$ cat config.mk
export PLATFORM = sky130hd
export DESIGN_NAME = t07_fetch_unit
export DESIGN_NICKNAME = d
export VERILOG_FILES = /design/src/rtl/t07_cpu_pkg.sv /design/src/rtl/t07_fetch_unit.sv
export SDC_FILE = /design/constraint.sdc
export NUM_CORES = 1
export LEC_CHECK = 0
export BUFFER_PORTS_ARGS = -buffer_cell sky130_fd_sc_hd__buf_2
export CORE_MARGIN = 2
export CORE_UTILIZATION = 45
export DETAILED_ROUTE_END_ITERATION = 7
export PLACE_DENSITY_LB_ADDON = 0.08
export SYNTH_ARGS = -nofsm -noshare
export SYNTH_HDL_FRONTEND = slang
export SYNTH_SLANG_ARGS = --single-unit
$ cat constraint.sdc
create_clock -name clk -period 5.6 [get_ports clk]
set_input_delay 0.56 -clock clk [delete_from_list [all_inputs] [get_ports clk]]
set_output_delay 0.56 -clock clk [all_outputs]
set_load 0.1 [all_outputs]
$ cat src/rtl/t07_cpu_pkg.sv
// Shared CPU definitions: fetch FSM states, the canonical NOP and base opcodes.
package t07_cpu_pkg;

  // Fetch unit control states
  typedef enum logic [1:0] {
    IDLE  = 2'd0,
    FETCH = 2'd1,
    HOLD  = 2'd2
  } fetch_state_t;

  // addi x0, x0, 0
  localparam logic [31:0] NOP = 32'h0000_0013;

  // Base RV32I major opcodes
  localparam logic [6:0] OP_LUI    = 7'b0110111;
  localparam logic [6:0] OP_AUIPC  = 7'b0010111;
  localparam logic [6:0] OP_JAL    = 7'b1101111;
  localparam logic [6:0] OP_JALR   = 7'b1100111;
  localparam logic [6:0] OP_BRANCH = 7'b1100011;
  localparam logic [6:0] OP_LOAD   = 7'b0000011;
  localparam logic [6:0] OP_STORE  = 7'b0100011;
  localparam logic [6:0] OP_IMM    = 7'b0010011;
  localparam logic [6:0] OP_REG    = 7'b0110011;

  // Word-align an address by clearing the byte offset
  function automatic logic [31:0] word_align(input logic [31:0] addr);
    return {addr[31:2], 2'b00};
  endfunction

endpackage

$ cat src/rtl/t07_fetch_unit.sv
// Instruction fetch unit: requests one word at a time from memory, holds it
// for the decoder until consumed, and restarts from a new address on redirect.
module t07_fetch_unit
  import t07_cpu_pkg::*;
#(
  parameter logic [31:0] RESET_PC = 32'h0000_0000
) (
  input  logic        clk,
  input  logic        rst,
  input  logic        en,
  input  logic        stall,
  input  logic        redirect,
  input  logic [31:0] redirectPC,
  input  logic        memAck,
  input  logic [31:0] memData,
  output logic        memReq,
  output logic [31:0] memAddr,
  output logic [31:0] instr,
  output logic        instrValid,
  output logic [31:0] instrPC,
  output logic [6:0]  Op,
  output logic [2:0]  funct3,
  output logic [6:0]  funct7,
  output logic [4:0]  rs1,
  output logic [4:0]  rs2,
  output logic [4:0]  rd
);

  fetch_state_t state;
  logic [31:0]  fetchPC;

  // Request address is the live fetch pointer; it only moves on ack or redirect
  assign memAddr = fetchPC;

  // Decode field slices of the held instruction
  always_comb begin
    Op     = instr[6:0];
    rd     = instr[11:7];
    funct3 = instr[14:12];
    rs1    = instr[19:15];
    rs2    = instr[24:20];
    funct7 = instr[31:25];
  end

  // FSM and datapath; memReq is registered alongside the state so it is high
  // exactly in FETCH. Redirect overrides every state, including a same-edge ack.
  always_ff @(posedge clk or posedge rst) begin
    if (rst) begin
      state      <= IDLE;
      fetchPC    <= RESET_PC;
      instr      <= NOP;
      instrPC    <= RESET_PC;
      instrValid <= 1'b0;
      memReq     <= 1'b0;
    end else if (redirect) begin
      fetchPC    <= word_align(redirectPC);
      instr      <= NOP;
      instrValid <= 1'b0;
      state      <= en ? FETCH : IDLE;
      memReq     <= en;
    end else begin
      case (state)
        IDLE: begin
          if (en) begin
            state  <= FETCH;
            memReq <= 1'b1;
          end
        end
        FETCH: begin
          if (memAck) begin
            instr      <= memData;
            instrPC    <= fetchPC;
            instrValid <= 1'b1;
            fetchPC    <= fetchPC + 32'd4;
            state      <= HOLD;
            memReq     <= 1'b0;
          end
        end
        HOLD: begin
          if (!stall) begin
            instrValid <= 1'b0;
            state      <= en ? FETCH : IDLE;
            memReq     <= en;
          end
        end
        default: begin
          state  <= IDLE;
          memReq <= 1'b0;
        end
      endcase
    end
  end

endmodule

Word-level counts from Yosys, hierarchy flattened
Index checks and enable logic that the tools add are counted.
{"block": "totals", "regBits": 100, "word_cells": 42, "in_bits": 70, "output_inout_bits": 130}
{"block": "classes", "reduce_logical": 8, "add_sub_neg": 1, "n_mux": 21, "eq_ne": 5, "bitwise_logic": 1}
{"cell": "$mux 32", "n": 6}
{"cell": "$add 32x3->32 const B", "n": 1}
{"cell": "$ne 3x3->1 const B", "n": 3}
{"cell": "$reduce_and 3->1", "n": 3}
{"cell": "$mux 1", "n": 8}
{"cell": "$mux 2", "n": 4}
{"cell": "$pmux 2 s3", "n": 1}
{"cell": "$reduce_bool 2->1", "n": 2}
{"cell": "$pmux 1 s3", "n": 1}
{"cell": "$reduce_bool 3->1", "n": 1}
{"cell": "$eq 2x1->1 const B", "n": 1}
{"cell": "$eq 2x2->1 const B", "n": 1}
{"cell": "$logic_not 2->1", "n": 1}
{"cell": "$pmux 1 s2", "n": 1}
{"cell": "$reduce_and 2->1", "n": 1}
{"cell": "$not 1->1", "n": 1}

Longest topological paths before layout
Gate-level depths: netlist of run 1.
{"block": "depth", "word_depth": 4, "depth_mapped": 7}

Least setup slack after synthesis of run 1
No wires, ideal clock.
{"block": "synth_path", "path_type": "reg-to-reg", "startpoint": "register fetchPC[2] (netlist: memAddr[2])", "endpoint": "register fetchPC[16] (netlist: memAddr[16])", "t_required_ps": 5518, "path_stages_with_launch": 6, "arrival_time_ps": 2569, "setup_slack_ps": 2949, "setup_ps": 82, "n_path_buf": 0, "cell_sequence": "dfrtp_1 -> ha_1 -> nand4b_1 -> or4_2 -> or3_1 -> a31oi_1"}
{"block": "synth_via", "elab_chain_cells": 4}
{"element": "start, declared", "line_no": "t07_fetch_unit.sv:30", "text": "logic [31:0] fetchPC;"}
{"element": "start signal, assigned", "line_no": "t07_fetch_unit.sv:56", "text": "fetchPC <= word_align(redirectPC);"}
{"element": "start signal, assigned", "line_no": "t07_fetch_unit.sv:74", "text": "fetchPC <= fetchPC + 32'd4;"}
{"element": "$add 32x3->32", "line_no": "t07_fetch_unit.sv:74"}
{"element": "$mux 32", "line_no": "t07_fetch_unit.sv:70", "text": "if (memAck) begin"}
{"element": "$mux 32", "line_no": "t07_fetch_unit.sv:62", "text": "case (state)"}
{"element": "$mux 32", "line_no": "t07_fetch_unit.sv:55", "text": "end else if (redirect) begin"}
No other way between the ends. The select of a mux whose other input is x is not followed.
A chain may end at the register's enable or synchronous reset.

Final worst setup path of run 1
{"block": "layout_path", "startpoint": "register state[1]", "endpoint": "register fetchPC[26] (netlist: memAddr[26])"}
{"block": "layout_via", "elab_chain_cells": 3}
{"element": "start, declared", "line_no": "t07_fetch_unit.sv:29", "text": "fetch_state_t state;"}
{"element": "start signal, assigned", "line_no": "t07_fetch_unit.sv:59", "text": "state <= en ? FETCH : IDLE;"}
{"element": "start signal, assigned", "line_no": "t07_fetch_unit.sv:82", "text": "state <= en ? FETCH : IDLE;"}
{"element": "$eq 2x1->1", "line_no": "t07_fetch_unit.sv:62"}
{"element": "$reduce_bool 2->1 (no line)"}
{"element": "$reduce_and 2->1 (no line)"}
No other way between the ends.

==> results of run 1 <==
-- cell usage in the layout (no fill, tap or decap), drive strengths merged, types with 2 or more instances in the layout --
| master | synthesis | routed |
|---|---|---|
| conb | 1 | 4 |
| o31a | 2 | 2 |
| clkinv | 1 | 3 |
| and2 | 2 | 2 |
| nor3 | 2 | 2 |
| a31oi | 15 | 15 |
| and4 | 5 | 5 |
| nand4 | 12 | 12 |
| nor2 | 19 | 19 |
| dfrtp | 93 | 93 |
| nor4 | 2 | 2 |
| o31ai | 14 | 14 |
| xor2 | 5 | 5 |
| o21ai | 15 | 15 |
| buf | 45 | 195 |
| dfstp | 3 | 3 |
| clkbuf | 19 | 13 |
| mux2 | 30 | 30 |
| nand3 | 18 | 18 |
| o211ai | 3 | 3 |
| or4 | 19 | 19 |
| nand2 | 86 | 86 |
| inv | 6 | 6 |
| xnor2 | 5 | 5 |
| a21oi | 34 | 34 |
-- final cells by class --
type                            count  area [um2]
Timing Repair Buffer              195         981
Clock buffer                       13         159
Clock inverter                      3        40.0
Multi-Input combinational cell    304        1830
Sequential cell                    96        2410
Tap cell                          136         170
Fill cell                         959        4520
Inverter                            7        28.8
-- routing by layer --
| layer | up-vias | GRT usage | wire length (um) | share of wire |
|---|---|---|---|---|
| met4 | 0 | 0.0781 | 155 | 0.014 |
| met5 | - | 0 | 0 | 0 |
| met1 | 1910 | 0.272 | 4910 | 0.43 |
| met3 | 11 | 0.0390 | 717 | 0.063 |
| li1 | 1897 | - | - | - |
| met2 | 126 | 0.335 | 5510 | 0.49 |
-- cell usage after synthesis (2+ instances only) --
| cell | count | area (um2) |
|---|---|---|
| nor3_1 | 2 | 10.0 |
| a31oi_1 | 15 | 93.8 |
| or4_1 | 17 | 128 |
| nor2_1 | 19 | 71.3 |
| buf_2 | 3 | 15.0 |
| and2_1 | 2 | 12.5 |
| nand2_1 | 86 | 323 |
| and4_1 | 4 | 35.0 |
| or4_2 | 2 | 17.5 |
| o21ai_0 | 15 | 75.1 |
| mux2_2 | 30 | 338 |
| xnor2_1 | 5 | 43.8 |
| nand4_1 | 11 | 68.8 |
| a21oi_1 | 34 | 170 |
| dfrtp_1 | 93 | 2330 |
| xor2_1 | 5 | 43.8 |
| buf_1 | 6 | 22.5 |
| o31ai_1 | 14 | 105 |
| o211ai_1 | 3 | 22.5 |
| clkbuf_1 | 19 | 71.3 |
| o31a_1 | 2 | 17.5 |
| nor4_1 | 2 | 12.5 |
| inv_1 | 6 | 22.5 |
| buf_4 | 36 | 270 |
| nand3_1 | 18 | 90.1 |
| dfstp_2 | 3 | 78.8 |
-- sequential cells by signal (all words and copies together), names as in the netlist --
register,cells
memAddr,30
instr,32
state,2
memReq,1
instrPC,30
instrValid,1
-- critical path: stages (launching register included) --
cell     delay [ns]
dfrtp_1        0.48
and3b_2        0.80
nand3_1        0.56
or4_1          0.64
a31oi_1        0.17
-- power by group --
part / switching (mW) / total (mW) / internal (mW) / leakage (nW)
registers: 0.0776 / 0.874 / 0.796 / 1.18
clock network: 0.236 / 0.466 / 0.230 / 0.103
logic: 1.02 / 1.20 / 0.181 / 1.39
total: 1.33 / 2.54 / 1.21 / 2.67
-- path summary, 6_finish.rpt --
check / endpoint / startpoint
setup / recovery: memAddr[26] / state[1]
setup reg to reg: memAddr[26] / state[1]
hold / removal: instrPC[28] / rst
min in group clk: memAddr[6] / redirectPC[6]
hold reg to reg: instr[0] / instr[0]
max in group asynchronous: instr[16] / rst
-- kinds of logic after synthesis --
kind of cell / share of synthesized area
flip-flops: 0.520
adder cells (fa/ha/maj): 0.00270
AO/OA/AOI/OAI: 0.111
other: 0.000811
AND/OR/NAND/NOR: 0.183
buffers and inverters: 0.0876
multiplexers: 0.0752
XOR/XNOR: 0.0189
==> impl_metrics.toml, run 1 <==
[clock_network]
cts-htree-levels = 3
cts_resized = 0
cts_buffers = 9
path_clk_slew_ns = 0.10
clock_latency_ns = 0.37
cts_root_buf = "clkbuf_8"
cts_buffer_depth = 2
cts_setup_buffers = 0
hold_buffers = 0
clock-sinks = 96
cts_tree = "done"

[timing]
max_freq_mhz = 366
hold_viol_final = 0
setup_viol_count_final = 0
rsz0062_at_grt = "no"
tightest_slew_ns = 1.02
fin_crit_ns = 2.73
drv_slew = 0
relSlewSlack = 0.317
holdWs_ns = 0.115
worst_slack_ns = 2.87
post-route-period-util = 0.487
setup_tns_ns = 0
finClkSkew_ns = 0.0115

[route]
dr.pass1.iters = 4
vias = 3944
ant_nets = 0
drt_iter0_drc = 197
drc_errors = 0
routed_wl_um = 11300
vias_per_cell = 5.23
wl_per_cell_um = 15.0

[power]
p_total_mw = 2.54
p_per_area_nw_per_um2 = 452
vdd_drop_max_mv = 0.274
power_leakage_nw = 2.67

[logic_synthesis]
yosysUniqueCellTypes = 42
yosysWarnings = 0
synth_edf_count = 0
netlist_instances = 468
synth_ff_type = "dfrtp_1"
ys_async_sr_fraction = 1.00
ys_ff_latch = 96
synth_seq_area_share = 0.520
syn_area_um2 = 4630
avgSynthCellArea_um2 = 9.88

[cells_and_area]
instances_no_fill = 754
fin_util = 0.554
design_area_um2 = 5620
antenna_cells = 0
nets = 684
drive_gt1_frac = 0.405
syn_to_final_growth_pct = 21.5

[min_path]
hold_path.class = "input pin to asynchronous set/reset pin"

[placement]
gp_congestion = 0.750
io_buffer_count = 193
dpl_cell_area_um2 = 5420
dp_hpwl_um = 7700
dp_slack_ns = 2.69
dp.cells = 738

[status]
outcome = "finished clean"

[setup_path]
rrSetupSlack_ns = 2.87
crit_type = "flip-flop to flip-flop"
cp_data_arrival_time_ns = 3.01
cp_max_fo = 41
crit_path_end_kind = "flip-flop"
crit_path_start_kind = "flip-flop"
rr_worst_depth = 4
critical_path_required_ns = 5.88

[floorplanning]
die_h_um = 105
die_area_um2 = 11100
core_um2 = 10100
start_util = 0.456
rows = 37
pin_count = 200
die_w_um = 105

[grt]
grt_pass1_vias = 3661
antenna_found_initial = 0
grt_max_degree = 77
overflow = 0
grt_first_pass_wirelength_um = 18200
groute.usage.overall = 0.205

[job]
drv_cap = 0
(Power assumes the default switching activity.)
==> inputs of run 2 (changes only) <==
- ABC_AREA: unset -> 1
- clock period: 5.6 -> 2.75 ns (I/O delays scaled with it)
==> impl_metrics.toml, run 2 <==
[status]
outcome = "finished clean"

[floorplanning]
die_w_um = 109
die_h_um = 109
pin_count = 200
die_area_um2 = 11900
start_util = 0.461
core_um2 = 10800
rows = 38

[timing]
post-route-period-util = 0.720
hold_viol_final = 0
setup_viol_count_final = 0
setup_tns_ns = 0
tightest_slew_ns = 0.607
worst_slack_ns = 0.770
drv_slew = 0
rsz0062_at_grt = "no"
fin_crit_ns = 1.98
max_freq_mhz = 505
finClkSkew_ns = 0.0129
relSlewSlack = 0.595
holdWs_ns = 0.0378

[grt]
overflow = 0
antenna_found_initial = 0
grt_max_degree = 97
grt_pass1_vias = 4220
groute.usage.overall = 0.230
grt_first_pass_wirelength_um = 21000

[route]
drt_iter0_drc = 255
routed_wl_um = 13600
drc_errors = 0
vias = 4565
wl_per_cell_um = 14.9
ant_nets = 0
dr.pass1.iters = 5
vias_per_cell = 5.01

[setup_path]
critical_path_required_ns = 3.07
cpMaxStageDelayCell = "inv_2"
cp_max_fo = 33
crit_path_start_kind = "flip-flop"
rr_worst_depth = 9
rrSetupSlack_ns = 0.77
crit_path_end_kind = "flip-flop"
crit_type = "flip-flop to flip-flop"
path_cells = "inv_2 -> nand3_4 -> nand2_4 -> inv_2 -> buf_4 -> a21oi_1 -> nand2_1 -> nand2_1 -> inv_1"
cp_data_arrival_time_ns = 2.30
cpPeakStageDelay_ns = 0.44

[clock_network]
cts-htree-levels = 3
path_clk_slew_ns = 0.10
hold_buffers = 0
clock-sinks = 96
cts_tree = "done"
clock_latency_ns = 0.38
cts_resized = 0
cts_root_buf = "clkbuf_8"
cts_buffer_depth = 2
cts_setup_buffers = 0
cts_buffers = 9

[logic_synthesis]
yosysUniqueCellTypes = 36
synth_seq_area_share = 0.484
synth_commonest_cells = "nand2_1, dfrtp_1, nor2_1, inv_1, buf_4"
synthTopCellsByArea = "dfrtp_1, nand2_1, buf_4"
synth_ff_type = "dfrtp_1"
yosysWarnings = 0
synth_edf_count = 0
netlist_instances = 611
synth.largest_area_cell = "dfrtp_1"
synth_top_cell_area_share = 0.468
ys_ff_latch = 96
ys_async_sr_fraction = 1.00
avgSynthCellArea_um2 = 8.14
synth.most_common_cell = "nand2_1"
syn_area_um2 = 4970

[power]
p_total_mw = 6.81
p_per_area_nw_per_um2 = 1140
power_leakage_nw = 3.24
vdd_drop_max_mv = 0.635

[cells_and_area]
fillers = 1064
nets = 837
layout_common_cells = "buf_2, nand2_1, dfrtp_1"
register_area_um2 = 2410
layout_commonest_cell = "buf_2"
largest_register_ffs = 32
design_area_um2 = 5980
syn_to_final_growth_pct = 20.3
multi_input_area_um2 = 1990
drive_gt1_frac = 0.323
instances_no_fill = 912
fin_util = 0.554
largest_register = "instr"

[placement]
dpl_cell_area_um2 = 5810
io_buffer_count = 193
dp.cells = 895
dp_slack_ns = 0.784
dp_hpwl_um = 9690
gp_congestion = 0.855

[min_path]
hold_path.class = "input pin to asynchronous set/reset pin"

[job]
drv_cap = 0
==> run 2: cell count changes after synthesis, moves of 11 or more <==
cell      delta
a22o_1      +29
or4_1       -17
inv_1       +40
mux2_2      -30
o21ai_0     +22
a21oi_1     -20
nand2_1     +90
clkbuf_1    -11
nor2_1      +39
a31oi_1     -12
nand3_1     +17
o31ai_1     -13
==> run 2: area by class of cell <==
class / instances / share of cell area
Tap cell: 140 / 0.0293
Timing Repair Buffer: 200 / 0.172
Clock buffer: 11 / 0.0220
Sequential cell: 96 / 0.402
Multi-Input combinational cell: 407 / 0.334
Inverter: 52 / 0.0333
Antenna cell: 1 / 0.000419
Clock inverter: 5 / 0.00649
==> run 2: kinds of logic after synthesis <==
| group | after synthesis | share of synthesized area |
|---|---|---|
| other cells | 1 | 0.000754 |
| xor+xnor | 1 | 0.00176 |
| simple gates | 301 | 0.261 |
| fa+ha+maj | 1 | 0.00252 |
| compound gates | 100 | 0.133 |
| flops | 96 | 0.484 |
| buf+inv | 111 | 0.117 |
==> run 2: routing by layer <==
layer | wire, um | track usage | share of wire | up-vias
met3 | 1070 | 0.0502 | 0.079 | 16
li1 | - | - | - | 2250
met4 | 207 | 0.0806 | 0.015 | 0
met5 | 0 | 0 | 0 | -
met1 | 6050 | 0.310 | 0.45 | 2122
met2 | 6260 | 0.367 | 0.46 | 177
==> run 2: where the power goes <==
part	total [mW]	switching, mW	internal, mW	leakage [nW]
clock	0.862	0.526	0.337	0.0843
sequential	2.00	0.260	1.74	1.20
combinational	3.95	3.42	0.525	1.96
==> run 2: path summary, 6_finish.rpt <==
kind                              from          end
hold reg to reg            instrPC[10]  instrPC[10]
min in group clk            memData[1]     instr[1]
hold / removal                     rst    instr[12]
setup / recovery              state[1]  memAddr[13]
max in group asynchronous          rst  instrPC[19]
setup reg to reg              state[1]  memAddr[13]
==> run 2: critical path, delay by kind of cell (launching register included) <==
family,cells,cell delay (ns)
AO/OA/AOI/OAI,1,0.08
buffers and inverters,4,1.01
flip-flops,1,0.40
AND/OR/NAND/NOR,4,0.41
